<file path="config.mk">
export PLATFORM = sky130hd
export DESIGN_NAME = spi_master
export DESIGN_NICKNAME = d
export VERILOG_FILES = /design/src/rtl/spi_pkg.sv /design/src/rtl/spi_tick_gen.sv /design/src/rtl/spi_master.sv
export SDC_FILE = /design/constraint.sdc
export NUM_CORES = 1
export LEC_CHECK = 0
export BUFFER_PORTS_ARGS = -buffer_cell sky130_fd_sc_hd__clkbuf_2
export CELL_PAD_IN_SITES_DETAIL_PLACEMENT = 2
export CELL_PAD_IN_SITES_GLOBAL_PLACEMENT = 2
export CORE_ASPECT_RATIO = 0.8
export CORE_MARGIN = 3
export CORE_UTILIZATION = 40
export CTS_CLUSTER_DIAMETER = 100
export CTS_CLUSTER_SIZE = 30
export DETAILED_ROUTE_END_ITERATION = 8
export PLACE_DENSITY_LB_ADDON = 0.1
export SLEW_MARGIN = 20
export SYNTH_ARGS = -nofsm -noshare
export SYNTH_HDL_FRONTEND = slang
export SYNTH_SLANG_ARGS = --single-unit
</file>
<file path="constraint.sdc">
create_clock -name clock -period 10.7 [get_ports clock]
set_input_delay 2.675 -clock clock [delete_from_list [all_inputs] [get_ports clock]]
set_output_delay 2.675 -clock clock [all_outputs]
set_load 0.05 [all_outputs]
</file>
<file path="src/rtl/spi_pkg.sv">
// ============================================================================
// spi_pkg : shared FSM state type and chip-select width helper for spi_master
// Rev 1.0
// ============================================================================
`default_nettype none

package spi_pkg;

  typedef enum logic [2:0] {
    IDLE  = 3'd0,
    SETUP = 3'd1,
    SHIFT = 3'd2,
    HOLD  = 3'd3,
    GAP   = 3'd4
  } state_t;

  // A single chip select still needs a one-bit selector port.
  function automatic int cs_width(input int ncs);
    return (ncs > 1) ? $clog2(ncs) : 1;
  endfunction

endpackage

`default_nettype wire

</file>
<file path="src/rtl/spi_tick_gen.sv">
// ============================================================================
// spi_tick_gen : half-period tick, one pulse every div+1 clocks
// Rev 1.0
// ============================================================================
`default_nettype none

module spi_tick_gen #(
  parameter int DIVW = 8
) (
  input  logic            clock,
  input  logic            reset,
  input  logic            restart,
  input  logic [DIVW-1:0] div,
  output logic            tick
);

  logic [DIVW-1:0] cnt;

  assign tick = (cnt == div);

  always_ff @(posedge clock or posedge reset) begin
    if (reset) begin
      cnt <= '0;
    end else if (restart || tick) begin
      cnt <= '0;
    end else begin
      cnt <= cnt + DIVW'(1);
    end
  end

endmodule

`default_nettype wire

</file>
<file path="src/rtl/spi_master.sv">
// ============================================================================
// spi_master : SPI master, configurable mode/divisor per transfer, NCS selects
// Rev 1.0
// ============================================================================
`default_nettype none

module spi_master
  import spi_pkg::*;
#(
  parameter  int WIDTH = 32,
  parameter  int NCS   = 4,
  parameter  int DIVW  = 8,
  localparam int CSW   = cs_width(NCS)
) (
  input  logic             clock,
  input  logic             reset,
  input  logic             write,
  input  logic [WIDTH-1:0] din,
  input  logic [CSW-1:0]   cs_sel,
  input  logic [DIVW-1:0]  div,
  input  logic             cpol,
  input  logic             cpha,
  output logic [WIDTH-1:0] dout,
  output logic             busy,
  output logic             done,
  output logic [NCS-1:0]   cs_n,
  output logic             sck,
  output logic             mosi,
  input  logic             miso
);

  localparam int ECW = $clog2(2 * WIDTH);

  state_t           state;
  logic [WIDTH-1:0] tx;
  logic [WIDTH-1:0] rx;
  logic [DIVW-1:0]  div_q;
  logic             cpol_q;
  logic             cpha_q;
  logic [ECW-1:0]   edge_cnt;
  logic [NCS-1:0]   cs_dec;
  logic             accept;
  logic             tick;

  assign accept = write && (state == IDLE);

  spi_tick_gen #(.DIVW(DIVW)) u_tick (
    .clock   (clock),
    .reset   (reset),
    .restart (accept),
    .div     (div_q),
    .tick    (tick)
  );

  // Out-of-range selectors match no line, so every cs_n bit stays high.
  always_comb begin
    cs_dec = '1;
    for (int i = 0; i < NCS; i++) begin
      if (cs_sel == CSW'(i)) cs_dec[i] = 1'b0;
    end
  end

  always_ff @(posedge clock or posedge reset) begin
    if (reset) begin
      state    <= IDLE;
      tx       <= '0;
      rx       <= '0;
      div_q    <= '0;
      cpol_q   <= 1'b0;
      cpha_q   <= 1'b0;
      edge_cnt <= '0;
      dout     <= '0;
      busy     <= 1'b0;
      done     <= 1'b0;
      cs_n     <= '1;
      sck      <= 1'b0;
      mosi     <= 1'b0;
    end else begin
      done <= 1'b0;
      case (state)
        IDLE: begin
          if (write) begin
            state    <= SETUP;
            div_q    <= div;
            cpol_q   <= cpol;
            cpha_q   <= cpha;
            sck      <= cpol;
            cs_n     <= cs_dec;
            busy     <= 1'b1;
            edge_cnt <= '0;
            rx       <= '0;
            // Mode 0 puts the MSB on the line before the first edge;
            // mode 1 drives it on the leading edge instead.
            if (cpha) begin
              tx   <= din;
              mosi <= 1'b0;
            end else begin
              tx   <= {din[WIDTH-2:0], 1'b0};
              mosi <= din[WIDTH-1];
            end
          end
        end
        SETUP: begin
          if (tick) state <= SHIFT;
        end
        SHIFT: begin
          if (tick) begin
            sck      <= ~sck;
            edge_cnt <= edge_cnt + ECW'(1);
            if (edge_cnt[0] == cpha_q) begin
              rx <= {rx[WIDTH-2:0], miso};
            end else begin
              mosi <= tx[WIDTH-1];
              tx   <= {tx[WIDTH-2:0], 1'b0};
            end
            if (edge_cnt == ECW'(2 * WIDTH - 1)) begin
              state <= HOLD;
              sck   <= cpol_q;
            end
          end
        end
        HOLD: begin
          if (tick) begin
            state <= GAP;
            cs_n  <= '1;
          end
        end
        GAP: begin
          if (tick) begin
            state <= IDLE;
            busy  <= 1'b0;
            done  <= 1'b1;
            dout  <= rx;
            mosi  <= 1'b0;
          end
        end
        default: state <= IDLE;
      endcase
    end
  end

endmodule

`default_nettype wire

</file>
Word level (Yosys, flattened, before mapping)

Index checks and enable logic that the tools add are counted.

Output and inout bits: 40
Register bits: 131

Mux-type cells: 41
Reduce and logical (&&, ||, !) cells: 17
Add/sub/neg operators: 2
Equality and inequality tests: 18
Bitwise gates (word level): 1

Operator list:

| operator                                              | number |
|---|---|
| two-way mux 32 bit                                    | 7 |
| one-hot mux 32 bit (2 select lines)                   | 2 |
| two-way mux 3 bit                                     | 6 |
| two-way mux 1 bit                                     | 15 |
| one-hot mux 3 bit (5 select lines)                    | 1 |
| two-way mux 6 bit                                     | 2 |
| one-hot mux 6 bit (2 select lines)                    | 1 |
| AND reduction 3 bit                                   | 3 |
| adder 8 x 1 -> 8 bit, second input constant           | 1 |
| equality test 8 bit                                   | 1 |
| two-way mux 4 bit                                     | 2 |
| two-way mux 8 bit                                     | 1 |
| inequality test 2 x 1 -> 1 bit, second input constant | 4 |
| inequality test 2 bit, second input constant          | 4 |
| one-hot mux 4 bit (2 select lines)                    | 1 |
| AND reduction 4 bit                                   | 2 |
| adder 6 x 1 -> 6 bit, second input constant           | 1 |
| equality test 3 x 2 -> 1 bit, second input constant   | 2 |
| equality test 6 bit, second input constant            | 1 |
| AND reduction 6 bit                                   | 1 |
| nonzero test 2 bit                                    | 3 |
| AND reduction 5 bit                                   | 1 |
| equality test 2 bit, second input constant            | 2 |
| one-hot mux 1 bit (2 select lines)                    | 2 |
| other kinds (12)                                      | 13 |

Logic depth before layout (Yosys ltp)

Depth in word-level cells: 4
Depth in mapped cells: 8

Modules after synthesis

Synthesis repeated with hierarchy kept, for this count alone.

Cells, all modules: 563
Area, all modules: 6078.3 um^2

Modules (own cells, without submodules):

| module       | cells an instance | times used | area an instance (um^2) | sequential area each (um^2) |
|---|---|---|---|---|
| spi_master   | 516               | 1          | 5566.6                  | 3083.0 |
| spi_tick_gen | 47                | 1          | 511.7                   | 200.2 |

Worst setup path after synthesis

OpenSTA, ideal clock, no wires.

Kind: input -> register
Start point: in cpha
End point: reg tx[11]
Cell stages on the path: 6
Path buffers: 2
Required time: 10.580 ns
Arrival: 3.859 ns
Library setup time: 0.120 ns
Slack: 6.721 ns
Cell sequence: clkbuf_1 -> clkbuf_1 -> mux2i_1 -> nor2_1 -> a31oi_1 -> nand2_1

Word-level cells in the longest chain between the ends: 3

RTL lines:

| element                             | RTL line          | RTL |
|---|---|---|
| start, declared                     | spi_master.sv:22  | `input logic cpha,` |
| two-way mux 32 bit                  | spi_master.sv:94  | `if (cpha) begin` |
| two-way mux 32 bit                  | spi_master.sv:82  | `if (write) begin` |
| one-hot mux 32 bit (2 select lines) | spi_master.sv:80  | `case (state)` |
| end signal, assigned                | spi_master.sv:95  | `tx <= din;` |
| end signal, assigned                | spi_master.sv:98  | `tx <= {din[WIDTH-2:0], 1'b0};` |
| end signal, assigned                | spi_master.sv:114 | `tx <= {tx[WIDTH-2:0], 1'b0};` |
| end, declared                       | spi_master.sv:35  | `logic [WIDTH-1:0] tx;` |

Every way passes these cells. The select of a mux whose other input is x is not followed.
A chain may end at the register's enable or synchronous reset.

Worst setup path after layout

Start point: in write
End point: reg u_tick.cnt[0]

Word-level cells in the longest chain between the ends: 3

RTL lines:

| element              | RTL line           | RTL |
|---|---|---|
| start, declared      | spi_master.sv:17   | `input logic write,` |
| logical AND 1 bit    | spi_master.sv:45   | `assign accept = write && (state == IDLE);` |
| logical OR 1 bit     | spi_tick_gen.sv:24 | `end else if (restart \|\| tick) begin` |
| two-way mux 8 bit    | spi_tick_gen.sv:24 |  |
| end signal, assigned | spi_tick_gen.sv:27 | `cnt <= cnt + DIVW'(1);` |
| end, declared        | spi_tick_gen.sv:17 | `logic [DIVW-1:0] cnt;` |

Every way passes these cells.

==> out/results.txt <==
# nets final = 670
Die span in x = 143.2 um
Fmax = 249.7 MHz
Die height = 115.8 um
Power Density = 232.2 nW/um^2
Avg WL per Cell = 19.99 um
Initial DRC Count = 196
Unrepaired setup endpoints after global routing = no
CTS root buffer = clkbuf_16
Main synth FF type = dfrtp_1
CTS Sinks = 131
CP Class = input port to flop
Startpoint Class = input port
Initial antenna violation count = 0
Ys Warns = 0
Final setup vio count = 0
Initial DRT Pass Iterations = 4
Row Count = 39
Hold_ws = 0.4934 ns
# diodes = 0
Crit path max fanout = 80
Post-synth top cells = 127 x dfrtp_1, 74 x nand2_1, 56 x nor2_1
Area leader, netlist = dfrtp_1
Synth area leaders = dfrtp_1 53%, mux2_4 7.0%, mux2i_1 5.3%
Final setup TNS = 0 ns
PortBufs = 87
Worst EP arrival = 4.34 ns
Worst Hold Class = flop to flop
Post-synth top area share = 52.76%
Syn Nets = 597
Post_cts resized = 0
Final min period = 4.005 ns
CTS tree = yes
Vias in the first global route = 4954
Relative slew margins = 28.66%
Postcts setup bufs = 0
Die ar. = 16580 um^2
Htree depth = 4
Layout area overhead = 19.19%
Layout Cells excl Fill = 817
MaxCap Viol Count = 0
# IOs = 88
Hpwl dp = 10320 um
Post-CTS Hold Fix Bufs = 0
Fin crit share = 37.43%
Total track usage = 20.86%
Leakage = 3.689 nW
Yosys reg bits = 131
Placer Congestion = 0.7574
Count of different cell masters after synthesis = 48
IR drop worst, VDD = 0.1025 mV
Top-count cell post-synth = dfrtp_1
Outcome = complete, no violations
Async SR Flop Fraction = 100.0%
WL met3 = 511 um
Post-synthesis sequential area ratio = 54.51%
EDFF count, synth = 0
Slew Limit Fails = 0
Clock tree buffer depth = 2
Worst-Margin Slew = 1.070 ns
Clock transition at the registers of the reported paths = 0.06 ns
Core area = 14490 um^2
Share of layout cells above drive strength 1 = 27.33%
Met2 WL post-DR = 8011 um
Final Power = 0.001667 W
Largest net degree at the start of global routing = 84
Initial Utilization = 41.56%
Post-synthesis cell area = 6023 um^2
Via density per instance = 5.483
Metal-1 WL = 7641 um
Final Skew = 0.008856 ns
Critical Path RT = 11.04 ns
Drt drc = 0
Placed cell count = 784
Detail Route Antenna Nets = 0
Via count = 4480
Num CTS Buffers = 17
Total Routed Length = 16330 um
Highest metal used = met4
Critical Path Sink Type = flop
GRT overflow = 0
Hold Vio Cnt, Final = 0
Syn Area/Cell = 11.01 um^2
Clk_lat worst skew = 0.42 ns
Synth Instances = 547
Global-route wire length before repair = 27050 um
cells in the final DEF (no fill, tap or decap), types with 3 or more instances in the layout:
cell         n
a21oi_1      7
a22o_1      32
a31oi_1     34
buf_4        5
bufinv_16    3
clkbuf_16   17
clkbuf_2    87
clkinv_4     4
dfrtp_1    127
dfstp_2      4
inv_1        4
inv_6        3
mux2_2       6
mux2_4      28
mux2i_1     32
nand2_1     74
nand3_1     39
nor2_1      56
nor3_1       3
nor3b_1      3
o21ai_0      7
o22ai_1      3
xnor2_1      5
xor2_1      11
worst max-delay path, stage by stage:
cell	delay (ns)
clkbuf_2	0.13
nor2_1	0.18
or3_2	0.16
buf_4	0.61
nand2_1	0.35
nor2_1	0.19
cells by family after synthesis:
kind of cell / count (synthesis) / synth area share [%]
simple gates: 194 / 14.71
mux: 66 / 13.42
compound gates: 93 / 11.09
buf+inv: 45 / 3.531
fa+ha+maj: 2 / 0.4154
flops: 131 / 54.51
xor+xnor: 16 / 2.326
layer usage:
metal	up-vias	GRT usage, %
li1	2086	-
met1	2306	28.37
met2	75	33.85
met3	13	4.744
met4	0	5.826
met5	-	0
stage by stage:
stage	utilization [%]	worst slack, ns	area [um^2]
detailed placement	45.15	6.125	6544
finish	49.54	6.695	7179
global route	49.54	6.461	7179
global placement	45.15	6.294	6544
floorplan	-	4.534	6023
CTS	49.40	6.526	7159
path summary, 6_finish.rpt:
path | start | endpoint | slack (ns) | cells after the start
min in group asynchronous | reset | cpol_q$_DFFE_PP0P_ | 2.33 | 2
worst max register to register | u_tick.cnt[3]$_DFF_PP0_ | rx[3]$_DFFE_PP0P_ | 7.97 | 5
max in group asynchronous | reset | dout[12]$_DFFE_PP0P_ | 7.22 | 3
worst min-delay path | tx[27]$_DFFE_PP0P_ | tx[27]$_DFFE_PP0P_ | 0.49 | 2
worst min register to register | tx[27]$_DFFE_PP0P_ | tx[27]$_DFFE_PP0P_ | 0.49 | 2
worst max-delay path | write | u_tick.cnt[0]$_DFF_PP0_ | 6.69 | 6
state kept, by name, summed over array words and instances, names as in the netlist:
| register | count |
|---|---|
| tx | 32 |
| cs_n | 4 |
| cpol_q | 1 |
| rx | 32 |
| sck | 1 |
| state | 3 |
| dout | 32 |
| busy | 1 |
| cpha_q | 1 |
| edge_cnt | 6 |
| div_q | 8 |
| u_tick.cnt | 8 |
| done | 1 |
| mosi | 1 |
where the power goes:
group / internal (W) / switching [W] / leakage (nW) / total (W)
Sequential: 0.000607 / 0.0000928 / 1.72 / 0.000700
Clock: 0.000375 / 0.000230 / 0.297 / 0.000605
Combinational: 0.000125 / 0.000237 / 1.67 / 0.000362
Total: 0.00111 / 0.000560 / 3.69 / 0.00167
cell type report:
cell class | instances | area [um^2]
timing repair buffer | 94 | 499.2
clock buffer | 18 | 439.2
tap | 184 | 230.2
clock inverter | 14 | 176.4
inverter | 5 | 21.27
sequential | 131 | 3283
fill | 1471 | 7313
multi-input combinational | 371 | 2530
No activity file was read; power rests on OpenSTA's default activity.
